### config.mk
export PLATFORM = sky130hd
export DESIGN_NAME = prio_rr_encoder
export DESIGN_NICKNAME = d
export VERILOG_FILES = /design/src/rtl/prio_enc_pkg.sv /design/src/rtl/prio_search.sv /design/src/rtl/prio_rr_encoder.sv
export SDC_FILE = /design/constraint.sdc
export NUM_CORES = 1
export LEC_CHECK = 0
export CORE_MARGIN = 10
export CORE_UTILIZATION = 55
export DETAILED_ROUTE_END_ITERATION = 10
export DONT_BUFFER_PORTS = 1
export PLACE_DENSITY = 0.82
export SKIP_LAST_GASP = 1
export SYNTH_ARGS = -nofsm -noshare
export SYNTH_HDL_FRONTEND = slang
export SYNTH_HIERARCHICAL = 1
export SYNTH_SLANG_ARGS = --single-unit
### constraint.sdc
create_clock -name clk -period 2.35 [get_ports clk]
set_clock_uncertainty 0.15 [all_clocks]
set_input_delay 0.47 -clock clk [delete_from_list [all_inputs] [get_ports clk]]
set_output_delay 0.47 -clock clk [all_outputs]
set_load 0.03 [all_outputs]
### src/rtl/prio_enc_pkg.sv
// Shared constants and helpers for the priority / round-robin request encoder.
package prio_enc_pkg;

    localparam int MODE_FIXED = 0;
    localparam int MODE_RR    = 1;
    localparam int MAX_N      = 64;
    localparam int MAX_W      = 6;

    // Index of the highest set bit; 0 when the vector is empty.
    function automatic logic [MAX_W-1:0] highest_set(input logic [MAX_N-1:0] vec);
        logic [MAX_W-1:0] h;
        h = '0;
        for (int k = 0; k < MAX_N; k++) begin
            h = vec[k] ? MAX_W'(k) : h;
        end
        return h;
    endfunction

endpackage

### src/rtl/prio_search.sv
// Combinational circular search: the first set bit of req scanning down from
// base, wrapping modulo N (not modulo 2^W).
module prio_search
    import prio_enc_pkg::*;
#(
    parameter int N = 8,
    parameter int W = $clog2(N)
) (
    input  logic [N-1:0] req,
    input  logic [W-1:0] base,
    output logic [W-1:0] idx,
    output logic         any
);

    localparam logic [W:0] N_EXT = (W+1)'(N);

    logic [2*N-1:0]   dbl_s;
    logic [N-1:0]     rot_s;
    logic [MAX_W-1:0] hi_s;
    logic [W:0]       sum_s;
    logic [W:0]       wrap_s;

    // Rotate so req[base] lands on the MSB, search, then map the hit back to req.
    always_comb begin
        dbl_s  = {req, req} >> ({1'b0, base} + (W+1)'(1));
        rot_s  = dbl_s[N-1:0];
        hi_s   = highest_set(MAX_N'(rot_s));
        sum_s  = {1'b0, base} + (W+1)'(hi_s) + (W+1)'(1);
        if (sum_s >= N_EXT) begin
            wrap_s = sum_s - N_EXT;
        end else begin
            wrap_s = sum_s;
        end
        any = |req;
        if (any) begin
            idx = wrap_s[W-1:0];
        end else begin
            idx = '0;
        end
    end

endmodule

### src/rtl/prio_rr_encoder.sv
// Registered N-to-log2(N) request encoder with valid/ack handshake and
// selectable fixed-priority or round-robin arbitration.
module prio_rr_encoder
    import prio_enc_pkg::*;
#(
    parameter int N    = 8,
    parameter int MODE = MODE_FIXED,
    localparam int W   = $clog2(N)
) (
    input  logic         clk,
    input  logic         rst,
    input  logic         e,
    input  logic [N-1:0] i,
    input  logic         ack,
    output logic [W-1:0] y,
    output logic         v
);

    localparam logic [W-1:0] LAST = W'(N-1);

    logic [W-1:0] y_q, y_d;
    logic         v_q, v_d;
    logic [W-1:0] ptr_q, ptr_d;
    logic [W-1:0] base_s;
    logic [W-1:0] win_s;
    logic         any_s;
    logic         load_s;
    logic         accept_s;

    prio_search #(.N(N), .W(W)) u_search (
        .req  (i),
        .base (base_s),
        .idx  (win_s),
        .any  (any_s)
    );

    // Handshake, pointer advance and next-state selection.
    always_comb begin
        accept_s = v_q & ack;
        load_s   = e & (~v_q | ack);

        // A same-edge load must already see the pointer moved past the accepted grant.
        if ((MODE == MODE_RR) && accept_s) begin
            ptr_d = (y_q == '0) ? LAST : (y_q - W'(1));
        end else begin
            ptr_d = ptr_q;
        end

        if (MODE == MODE_RR) begin
            base_s = ptr_d;
        end else begin
            base_s = LAST;
        end

        y_d = y_q;
        v_d = v_q;
        if (load_s) begin
            v_d = any_s;
            y_d = win_s;
        end else if (accept_s) begin
            v_d = 1'b0;
        end else begin
            v_d = v_q;
        end
    end

    // State registers with synchronous reset.
    always_ff @(posedge clk) begin
        if (rst) begin
            y_q   <= '0;
            v_q   <= 1'b0;
            ptr_q <= LAST;
        end else begin
            y_q   <= y_d;
            v_q   <= v_d;
            ptr_q <= ptr_d;
        end
    end

    assign y = y_q;
    assign v = v_q;

endmodule

======== After elaboration in Yosys (flattened, before gate mapping) ========
Cells that the tools add are included.
word-level totals
  output and inout bits ................... 4
  input bits .............................. 12
  logic and storage cells ................. 23
  bits in latches ......................... 0
  memories ................................ 0
  register bits after elaboration ......... 4
  memory bits (read-only) ................. 0
  RAM bits ................................ 0
cells by class
  multipliers ............................. 0
  divide/modulo/power cells ............... 0
  bitwise logic cells ..................... 4
  shift operators ......................... 0
  $lt $le $gt $ge ......................... 1
  eq/ne operators ......................... 0
  mux-type cells .......................... 11
  add/sub/neg operators ................... 3
  reductions and logical operators ........ 2
operator list
  cell                                                       number
  two-way mux 4 bit                                          6
  OR reduction 8 bit                                         1
  two-way mux 3 bit                                          2
  adder 3 x 4 -> 4 bit (first input constant)                1
  adder 4 x 1 -> 4 bit (second input constant)               1
  greater-or-equal comparator 4 bit (second input constant)  1
  two-way mux 1 bit                                          3
  subtractor 3 x 1 -> 3 bit (second input constant)          1
  AND 1 bit                                                  2
  nonzero test 2 bit                                         1
  inverter 1 bit                                             1
  OR 1 bit                                                   1

======== Longest topological paths before layout ========
Gate-level depths: netlist of the first run.
  depth after elaboration ................. 12
  gate-level depth with buffers ........... 16
  gate-level depth less buffers ........... 13

======== By module ========
The synthesis of the first run kept the hierarchy.
by module, submodules not included
  module           area each (um2)  cells an instance  times used
  prio_search      614.3            82                 1
  prio_rr_encoder  186.4            18                 1

======== Worst setup path before layout of the first run ========
OpenSTA, ideal clock, no wires.
  kind .................................... input port to flip-flop
  from .................................... input i[3]
  to ...................................... register y_q[1] (netlist: y[1])
  path slack .............................. 110 ps
  setup time .............................. 116 ps
  stages on the path ...................... 9
  data arrival time ....................... 1,974 ps
  data required time ...................... 2,084 ps
  cells stage by stage .................... buf_2 mux2_2 o22ai_2 a32o_1 o21bai_1 fa_1 and2_1 nand4b_1 o21ai_2
between the ends
  cells in the longest elaborated chain, start to end .. 10
ends and longest elaborated chain
  what                                                                                   line                                  RTL
  start, declared                                                                        prio_rr_encoder.sv:13                 input logic [N-1:0] i,
  two-way mux 4 bit (5 in a row)                                                         prio_enc_pkg.sv:14                    h = vec[k] ? MAX_W'(k) : h;
  adder 3 x 4 -> 4 bit                                                                   prio_search.sv:28                     sum_s = {1'b0, base} + (W+1)'(hi_s) + (W+1)'(1);
  adder 4 x 1 -> 4 bit                                                                   prio_search.sv:28
  greater-or-equal comparator 4 bit / subtractor 3 x 1 -> 3 bit (equally long branches)  prio_search.sv:29, prio_search.sv:30
  two-way mux 3 bit                                                                      prio_search.sv:29                     if (sum_s >= N_EXT) begin
  two-way mux 3 bit (*)                                                                  prio_search.sv:35                     if (any) begin
  named net win_s[1]                                                                     prio_rr_encoder.sv:25                 logic [W-1:0] win_s;
  end signal, assigned                                                                   prio_rr_encoder.sv:74                 y_q <= y_d;
  end, declared                                                                          prio_rr_encoder.sv:21                 logic [W-1:0] y_q, y_d;
Mark *: on every way through the listed nets, which the timed path passes. The rest lies on a longest branch.
A chain may end at the register's enable or synchronous reset.

======== Final worst setup path of the first run ========
Same ends and word-level chain as after synthesis.

==> metrics.yaml, run 1 <==
outcome:
  result_of_the_run: "completed"
power:
  power.static_leakage_nw: 0.331
  power.density_nw_per_um2: 391
  vdd.ir_drop.worst_v: 0.000224
critical_path:
  timing.critical_path.buf_inv: 0
  timing.critical_path.cells: "mux2_2 -> o22ai_2 -> a32o_1 -> o21bai_1 -> fa_1 -> and2_1 -> nand4b_1 -> o21ai_2"
  crit_path_start_kind: "primary input"
  path_class: "primary input to register"
  worst_path_max_delay_cell: "fa_1"
  timing.critical_path.to_type: "register"
  crit_path_max_fanout: 9
  cp_data_arrival_time_ns: 1.89
  max_stage_delay_ns: 0.44
  cpLargestDelayFamily: "compound AO/OA/AOI/OAI gates"
  critical_path_required_ns: 2.34
route:
  detailedRoute.firstPassIterationCount: 4
  drc_errors: 0
  iteration_0_drc_markers: 43
  vias: 775
  routed_wirelength_mm: 1.96
  antenna_violating_nets_post_route: 0
  avgViaCountPerCell: 6.74
  wl_per_cell_um: 17.0
timing:
  final_min_period_over_clock_period: 0.806
  final-max-slew-violation-count: 0
  layout_setup_ws_ns: 0.457
  final-hold-violation-count: 0
  achievable_frequency_mhz: 528
  timing.final.crit_period_ns: 1.89
  unrepaired_setup_endpoints_after_global_routing: "false"
  finalSetupViolations: 0
  hold_slack_ns: 0.134
  setup_tns_final_ns: 0
clock_tree:
  clock_tree_from_tritoncts: "done"
  cts-buffers-inserted: 3
  postCtsSetupBuffers: 0
  clock_path_buffers: 2
  clk_pin_slew_worst_paths_ns: 0.04
  cts_root_buffer: "clkbuf_4"
  clkLatencyLatePin_ns: 0.25
  cts_htree_levels: 1
  cts.sinks: 4
  cts_resized: 0
  cts_hold_buffers: 0
die:
  pin_count: 16
  die_area_sq_um: 3380
  die_width_um: 58.2
  core_area_sq_um: 1330
  placementRows: 13
  fp.dieH_um: 58.2
  start_util: 0.600
grt:
  first_pass_grt_wire_length_mm: 3.36
  grt.total_usage: 0.123
  vias_in_the_first_global_route: 720
  number_of_antenna_violations_at_the_first_check_in_global_routing: 0
  maximum_number_of_pins_on_one_net_before_global_route_repair: 29
  globalRouteOverflowTotal: 0
synthesis:
  synth_largest_area_cell: "dfxtp_1"
  yosysUniqueCellTypes: 49
  async_reset_ff_frac: 0
  synthesized_area_sq_um: 801
  yosysWarningCount: 6
  post_synth_main_area_contributors: "dfxtp_1 10%, mux2i_1 5.0%, nand2_1 4.7%"
  seq_area_frac_synth: 0.100
  netlist_instances: 100
  synth_seq_cells: 4
  postSynth.topFlopCell: "dfxtp_1"
  number_of_synthesized_flops_with_an_enable_pin: 0
  yosys.area.top_type_share: 0.100
  syn_avg_cell_area_sq_um: 8.01
final_layout:
  final_cell_mix: "10 x nand2_1, 7 x inv_1, 5 x a21oi_1"
  postLayoutCoreUtil: 0.611
  most_common_cell_after_layout_fill_and_taps_aside: "nand2_1"
  final_cell_area_sq_um: 815
  nNetsFinal: 116
  flow.area_growth_from_synthesis_pct: 1.72
  layout-drive-gt1-share: 0.140
  antenna_cells_inserted: 0
  fill_cells: 113
placed_design:
  gpl.final_weighted_congestion: 0.898
  post-dp-hpwl_mm: 1.44
  placedInstanceArea_sq_um: 792
  dp_worst_setup_slack_ns: 0.192
  portBuffers: 0
hold_path:
  hold_class: "primary input to register"
job:
  timing.max_cap.violations: 0
## cell families (layout without fill, tap and decap cells)
group           after synthesis  count (layout)  synth area share
compound gates               31              31             0.308
xor+xnor                      2               2            0.0219
fa+ha+maj                     2               2            0.0406
buf+inv                      14              11            0.0906
flops                         4               4             0.100
mux                           9               9             0.153
other cells                   1               4           0.00468
simple gates                 37              37             0.281
## stage by stage
stage / cells / total power, mW
floorplan: 103 / 0.211
global placement: 112 / 0.215
detailed placement: 112 / 0.217
CTS: 115 / 0.314
global route: 115 / 0.343
finish: 115 / 0.318
## final cells by class
type	instances	area (sq um)	share of cell area
inverters	7	26.3	0.0323
repair buffers	1	7.51	0.00922
multi-input cells	85	659	0.810
well taps	15	18.8	0.0230
flip-flops and latches	4	80.1	0.0983
clock buffers	3	22.5	0.0276
## synthesized netlist by cell type, drive strengths merged (2+ instances only)
library cell and n:
inv 7, a221o 2, o21bai 2, dfxtp 4, nand2 10, nand2b 5, mux4 2, and2 4
nor4 2, nor3b 2, a32oi 2, o22ai 2, mux2i 4, a21oi 5, mux2 3, o21a 4
o21ai 6, xnor2 2, nor2 3, nand4b 3, buf 7
## worst reg2reg max path, cell delays in order (launching register included)
cell	delay, ns
dfxtp_1	0.54
nand2b_4	0.11
and2_4	0.19
o21ai_2	0.12
## power breakdown
part	total, mW	leakage, nW	internal (mW)	switching, mW
clock network	0.0945	0.0138	0.0577	0.0368
registers	0.0940	0.0331	0.0752	0.0188
logic	0.130	0.284	0.0645	0.0654
total	0.318	0.331	0.197	0.121
## routing by layer
metal	up-vias	GRT usage	wire length, um
met5	-	0	0
met4	0	0.0805	57
met3	4	0.0283	123
met2	35	0.187	935
met1	357	0.148	842
li1	379	-	-
## path summary, 6_finish.rpt
check / startpoint / to / slack, ns / depth (start not counted)
max reg2reg: v$_SDFFE_PP0P_ / y[2]$_SDFFE_PP0P_ / 1.16 / 3
max: i[3] / y[1]$_SDFFE_PP0P_ / 0.46 / 8
min reg2reg: y[0]$_SDFFE_PP0P_ / y[0]$_SDFFE_PP0P_ / 0.48 / 2
min: rst / v$_SDFFE_PP0P_ / 0.13 / 1
## sequential cells by signal, summed over array words and instances (netlist names)
signal	cells
y	3
v	1
(Power assumes the default switching activity.)
==> inputs of run 2 (changes only) <==
==> constraint.sdc (replaced) <==
create_clock -name clk -period 1.7 [get_ports clk]
set_clock_uncertainty 0.15 [all_clocks]
set_input_delay 0.34 -clock clk [delete_from_list [all_inputs] [get_ports clk]]
set_output_delay 0.34 -clock clk [all_outputs]
set_load 0.03 [all_outputs]
==> metrics.yaml, run 2 (same netlist as run 1, synthesis figures left out) <==
outcome:
  result_of_the_run: "finished, violations left"
  violations: "negative setup slack"
final_layout:
  most_common_cell_after_layout_fill_and_taps_aside: "nand2_1"
  layout-drive-gt1-share: 0.210
  nNetsFinal: 121
  flow.area_growth_from_synthesis_pct: 10.2
  final_cell_area_sq_um: 882
  final_cell_count_no_fill: 120
  largest_reg_flops: 3
  antenna_cells_inserted: 0
  postLayoutCoreUtil: 0.661
  final_cell_mix: "10 x nand2_1, 7 x inv_1, 6 x buf_4, 5 x a21oi_1"
critical_path:
  timing.critical_path.to_type: "register"
  cpLargestDelayFamily: "compound AO/OA/AOI/OAI gates"
  timing.critical_path.cells: "mux2_4 -> o22ai_4 -> a32o_1 -> o21bai_1 -> fa_1 -> and2_1 -> nand4b_1 -> o21ai_2"
  cp_data_arrival_time_ns: 1.69
  critical_path_required_ns: 1.67
  crit_path_max_fanout: 9
  timing.critical_path.buf_inv: 0
  path_class: "primary input to register"
  worst_path_max_delay_cell: "fa_1"
  crit_path_start_kind: "primary input"
  max_stage_delay_ns: 0.42
grt:
  vias_in_the_first_global_route: 663
  grt.total_usage: 0.107
  first_pass_grt_wire_length_mm: 3.03
  maximum_number_of_pins_on_one_net_before_global_route_repair: 29
  globalRouteOverflowTotal: 0
  number_of_antenna_violations_at_the_first_check_in_global_routing: 0
timing:
  final-max-slew-violation-count: 0
  finalSetupViolations: 2
  achievable_frequency_mhz: 582
  setup_tns_final_ns: -0.0233
  final-hold-violation-count: 0
  layout_setup_ws_ns: -0.0190
  timing.final.crit_period_ns: 1.72
  unrepaired_setup_endpoints_after_global_routing: "true"
  hold_slack_ns: 0.0162
  final_min_period_over_clock_period: 1.01
clock_tree:
  clk_pin_slew_worst_paths_ns: 0.04
  clkLatencyLatePin_ns: 0.24
  cts.sinks: 4
  cts_htree_levels: 1
  cts_root_buffer: "clkbuf_4"
  cts_hold_buffers: 0
  cts-buffers-inserted: 3
  clock_path_buffers: 2
  clock_tree_from_tritoncts: "done"
placed_design:
  gpl.final_weighted_congestion: 0.845
  dp_worst_setup_slack_ns: -0.291
  dpl.cell_count: 116
  post-dp-hpwl_mm: 1.50
  portBuffers: 0
  placedInstanceArea_sq_um: 826
die:
  pin_count: 16
  core_area_sq_um: 1330
  fp.dieH_um: 58.2
  start_util: 0.600
  die_area_sq_um: 3380
  die_width_um: 58.2
  placementRows: 13
route:
  drc_errors: 0
  iteration_0_drc_markers: 39
  wl_per_cell_um: 16.6
  avgViaCountPerCell: 6.45
  detailedRoute.firstPassIterationCount: 4
  antenna_violating_nets_post_route: 0
  routed_wirelength_mm: 1.99
  vias: 774
power:
  vdd.ir_drop.worst_v: 0.000439
  total_power_mw: 0.459
  power.switching_mw: 0.167
  power.sequential.fraction: 0.283
  power.static_leakage_nw: 0.357
  power.density_nw_per_um2: 520
  switching_share: 0.364
  comb_power_frac: 0.460
  internal_power_mw: 0.292
  power_frac_clock: 0.257
hold_path:
  hold_class: "primary input to register"
job:
  timing.max_cap.violations: 0
run 2: changes by cell type in the layout (fill, tap and decap cells not counted), sizes merged:
cell	change
buf	+5
run 2: area by class of cell:
type,instances,area [sq um]
clock buffer,3,22.5
fill,116,452
inverter,7,26.3
multi-input combinational,85,689
sequential,4,80.1
tap,15,18.8
timing repair buffer,6,45.0
run 2: timing repair:
action	4_1_cts	5_1_grt
setup endpoints to repair	2	2
gates resized for setup	1	3
pin swaps	6	7
buffers inserted	1	0
run 2: final timing paths:
path	start	endpoint	slack [ns]	cells after the start
worst min register to register	y[1]$_SDFFE_PP0P_	y[1]$_SDFFE_PP0P_	0.48	2
worst max register to register	v$_SDFFE_PP0P_	y[2]$_SDFFE_PP0P_	0.51	3
worst max-delay path	i[3]	y[1]$_SDFFE_PP0P_	-0.02	8
worst min-delay path	rst	v$_SDFFE_PP0P_	0.02	1
run 2: power by group through the flow:
stage | clock network [mW] | logic (mW) | registers (mW)
after floorplan | 0 | 0.166 | 0.130
after global placement | 0 | 0.176 | 0.132
after detailed placement | 0 | 0.182 | 0.132
after CTS | 0.121 | 0.188 | 0.130
after global routing | 0.123 | 0.230 | 0.131
final | 0.118 | 0.211 | 0.130
run 2: per-layer routing:
metal / GRT usage / routed length, um / vias to the layer above
met5: 0 / 0 / -
met4: 0.0302 / 20 / 0
met3: 0.0283 / 92 / 2
met2: 0.170 / 1000 / 19
met1: 0.136 / 873 / 368
li1: - / - / 385
==> inputs of run 3 (changes only) <==
--- a/config.mk
+++ b/config.mk
@@ -6,10 +6,10 @@
 export NUM_CORES = 1
 export LEC_CHECK = 0
 export CORE_MARGIN = 10
-export CORE_UTILIZATION = 55
+export CORE_UTILIZATION = 28
 export DETAILED_ROUTE_END_ITERATION = 10
 export DONT_BUFFER_PORTS = 1
-export PLACE_DENSITY = 0.82
+export PLACE_DENSITY = 0.52
 export SKIP_LAST_GASP = 1
 export SYNTH_ARGS = -nofsm -noshare
 export SYNTH_HDL_FRONTEND = slang
==> metrics.yaml, run 3 (same netlist as run 1, synthesis figures left out) <==
timing:
  final-hold-violation-count: 0
  unrepaired_setup_endpoints_after_global_routing: "true"
  finalSetupViolations: 2
  layout_setup_ws_ns: -0.0430
  final-max-slew-violation-count: 0
  timing.final.crit_period_ns: 1.74
  achievable_frequency_mhz: 574
  final_min_period_over_clock_period: 1.03
  setup_tns_final_ns: -0.0524
  hold_slack_ns: 0.0875
critical_path:
  crit_path_max_fanout: 9
  timing.rr.end: "y[1]$_SDFFE_PP0P_"
  worst_path_max_delay_cell: "fa_1"
  timing.critical_path.cells: "mux2_4 -> o22ai_4 -> a32o_1 -> o21bai_1 -> fa_1 -> and2_1 -> nand4b_1 -> o21ai_2"
  reg2reg_from: "v$_SDFFE_PP0P_"
  path_class: "primary input to register"
  regToRegSetupSlack_ns: 0.51
  crit_path_start_kind: "primary input"
  worstRegToRegCells: 3
  max_stage_delay_ns: 0.43
  cp_data_arrival_time_ns: 1.72
  critical_path_required_ns: 1.68
  timing.critical_path.to_type: "register"
route:
  wl_per_cell_um: 14.2
  vias: 774
  routed_wirelength_mm: 1.96
  iteration_0_drc_markers: 23
  antenna_violating_nets_post_route: 0
  detailedRoute.firstPassIterationCount: 5
  avgViaCountPerCell: 5.61
  drc_errors: 0
placed_design:
  portBuffers: 0
  dp_worst_setup_slack_ns: -0.304
  gpl.final_weighted_congestion: 0.806
  dpl.cell_count: 133
  post-dp-hpwl_mm: 1.45
  placedInstanceArea_sq_um: 853
clock_tree:
  cts-buffers-inserted: 3
  cts_htree_levels: 1
  clock_path_buffers: 2
  clk_pin_slew_worst_paths_ns: 0.04
  cts_root_buffer: "clkbuf_4"
  clkLatencyLatePin_ns: 0.24
  cts.sinks: 4
  clock_tree_from_tritoncts: "done"
final_layout:
  fill_cells: 277
  area.sequential_sq_um: 80.1
  antenna_cells_inserted: 0
  multi_input_comb_area_sq_um: 671
  final_cell_area_sq_um: 901
  nNetsFinal: 123
  largest_reg_flops: 3
  final_cell_mix: "10 x nand2_1, 7 x inv_1, 7 x buf_4, 5 x a21oi_1"
  postLayoutCoreUtil: 0.330
  flow.area_growth_from_synthesis_pct: 12.5
  final_cell_count_no_fill: 138
  most_common_cell_after_layout_fill_and_taps_aside: "nand2_1"
  layout-drive-gt1-share: 0.187
die:
  die_area_sq_um: 5400
  start_util: 0.293
  core_area_sq_um: 2730
  pin_count: 16
  placementRows: 19
  die_width_um: 73.5
  fp.dieH_um: 73.5
hold_path:
  hold_depth: 2
  worst_hold_startpoint: "e"
  hold_class: "primary input to register"
  timing.hold.worst_endpoint: "v$_SDFFE_PP0P_"
grt:
  first_pass_grt_wire_length_mm: 3.32
  maximum_number_of_pins_on_one_net_before_global_route_repair: 29
  number_of_antenna_violations_at_the_first_check_in_global_routing: 0
  vias_in_the_first_global_route: 719
  grt.total_usage: 0.0744
  globalRouteOverflowTotal: 0
outcome:
  violations: "negative setup slack"
  result_of_the_run: "finished, violations left"
job:
  timing.max_cap.violations: 0
power:
  power.static_leakage_nw: 0.368
  vdd.ir_drop.worst_v: 0.000370
  power.density_nw_per_um2: 501
  total_power_mw: 0.451
-- run 3: changes by cell type in the layout (fill, tap and decap cells not counted) --
cell | before | now
ha_1 | 0 | 1
nor2_1 | 2 | 3
buf_4 | 6 | 7
mux2i_1 | 3 | 4
ha_4 | 1 | 0
mux2i_2 | 1 | 0
nor2_2 | 1 | 0
dlygate4sd3_1 | 0 | 1
-- run 3: layout make-up --
class,count,share of cell area
Timing Repair Buffer,8,0.0694
Clock buffer,3,0.0250
Sequential cell,4,0.0889
Multi-Input combinational cell,85,0.744
Tap cell,31,0.0431
Inverter,7,0.0292
-- run 3: power by group --
part | switching [mW] | internal [mW] | leakage [nW]
combinational | 0.0948 | 0.107 | 0.321
clock | 0.0405 | 0.0790 | 0.0138
sequential | 0.0260 | 0.104 | 0.0331
-- run 3: what timing repair did --
| action | 4_1_cts | 5_1_grt |
|---|---|---|
| resized for setup | 0 | 1 |
| hold buffers | 0 | 1 |
| setup endpoints to repair | 1 | 2 |
| pin swaps | 5 | 2 |
| setup buffers | 1 | 0 |
| hold endpoints to repair | 0 | 1 |
-- run 3: worst max path at each step --
| stage | startpoint | to | slack (ns) | depth (start not counted) |
|---|---|---|---|---|
| after floorplan | i[3] | y[1]$_SDFFE_PP0P_ | -0.33 | 9 |
| after global placement | i[3] | y[1]$_SDFFE_PP0P_ | -0.30 | 8 |
| after detailed placement | i[3] | y[1]$_SDFFE_PP0P_ | -0.30 | 8 |
| after CTS | i[3] | y[1]$_SDFFE_PP0P_ | -0.05 | 8 |
| after global routing | i[3] | y[0]$_SDFFE_PP0P_ | -0.11 | 9 |
| final | i[3] | y[1]$_SDFFE_PP0P_ | -0.04 | 8 |
-- run 3: worst max-delay path, delay by kind of cell --
| kind | cells | cell delay, ns |
|---|---|---|
| AO/OA/AOI/OAI | 4 | 0.45 |
| AND/OR/NAND/NOR | 2 | 0.24 |
| adder cells (fa/ha/maj) | 1 | 0.43 |
| multiplexers | 1 | 0.26 |
-- run 3: per-layer routing --
| metal | track usage | vias up | part of all wire |
|---|---|---|---|
| met5 | 0 | - | 0 |
| met4 | 0.0331 | 0 | 0.012 |
| met3 | 0.0242 | 2 | 0.036 |
| met2 | 0.113 | 17 | 0.51 |
| met1 | 0.0928 | 366 | 0.44 |
| li1 | - | 389 | - |
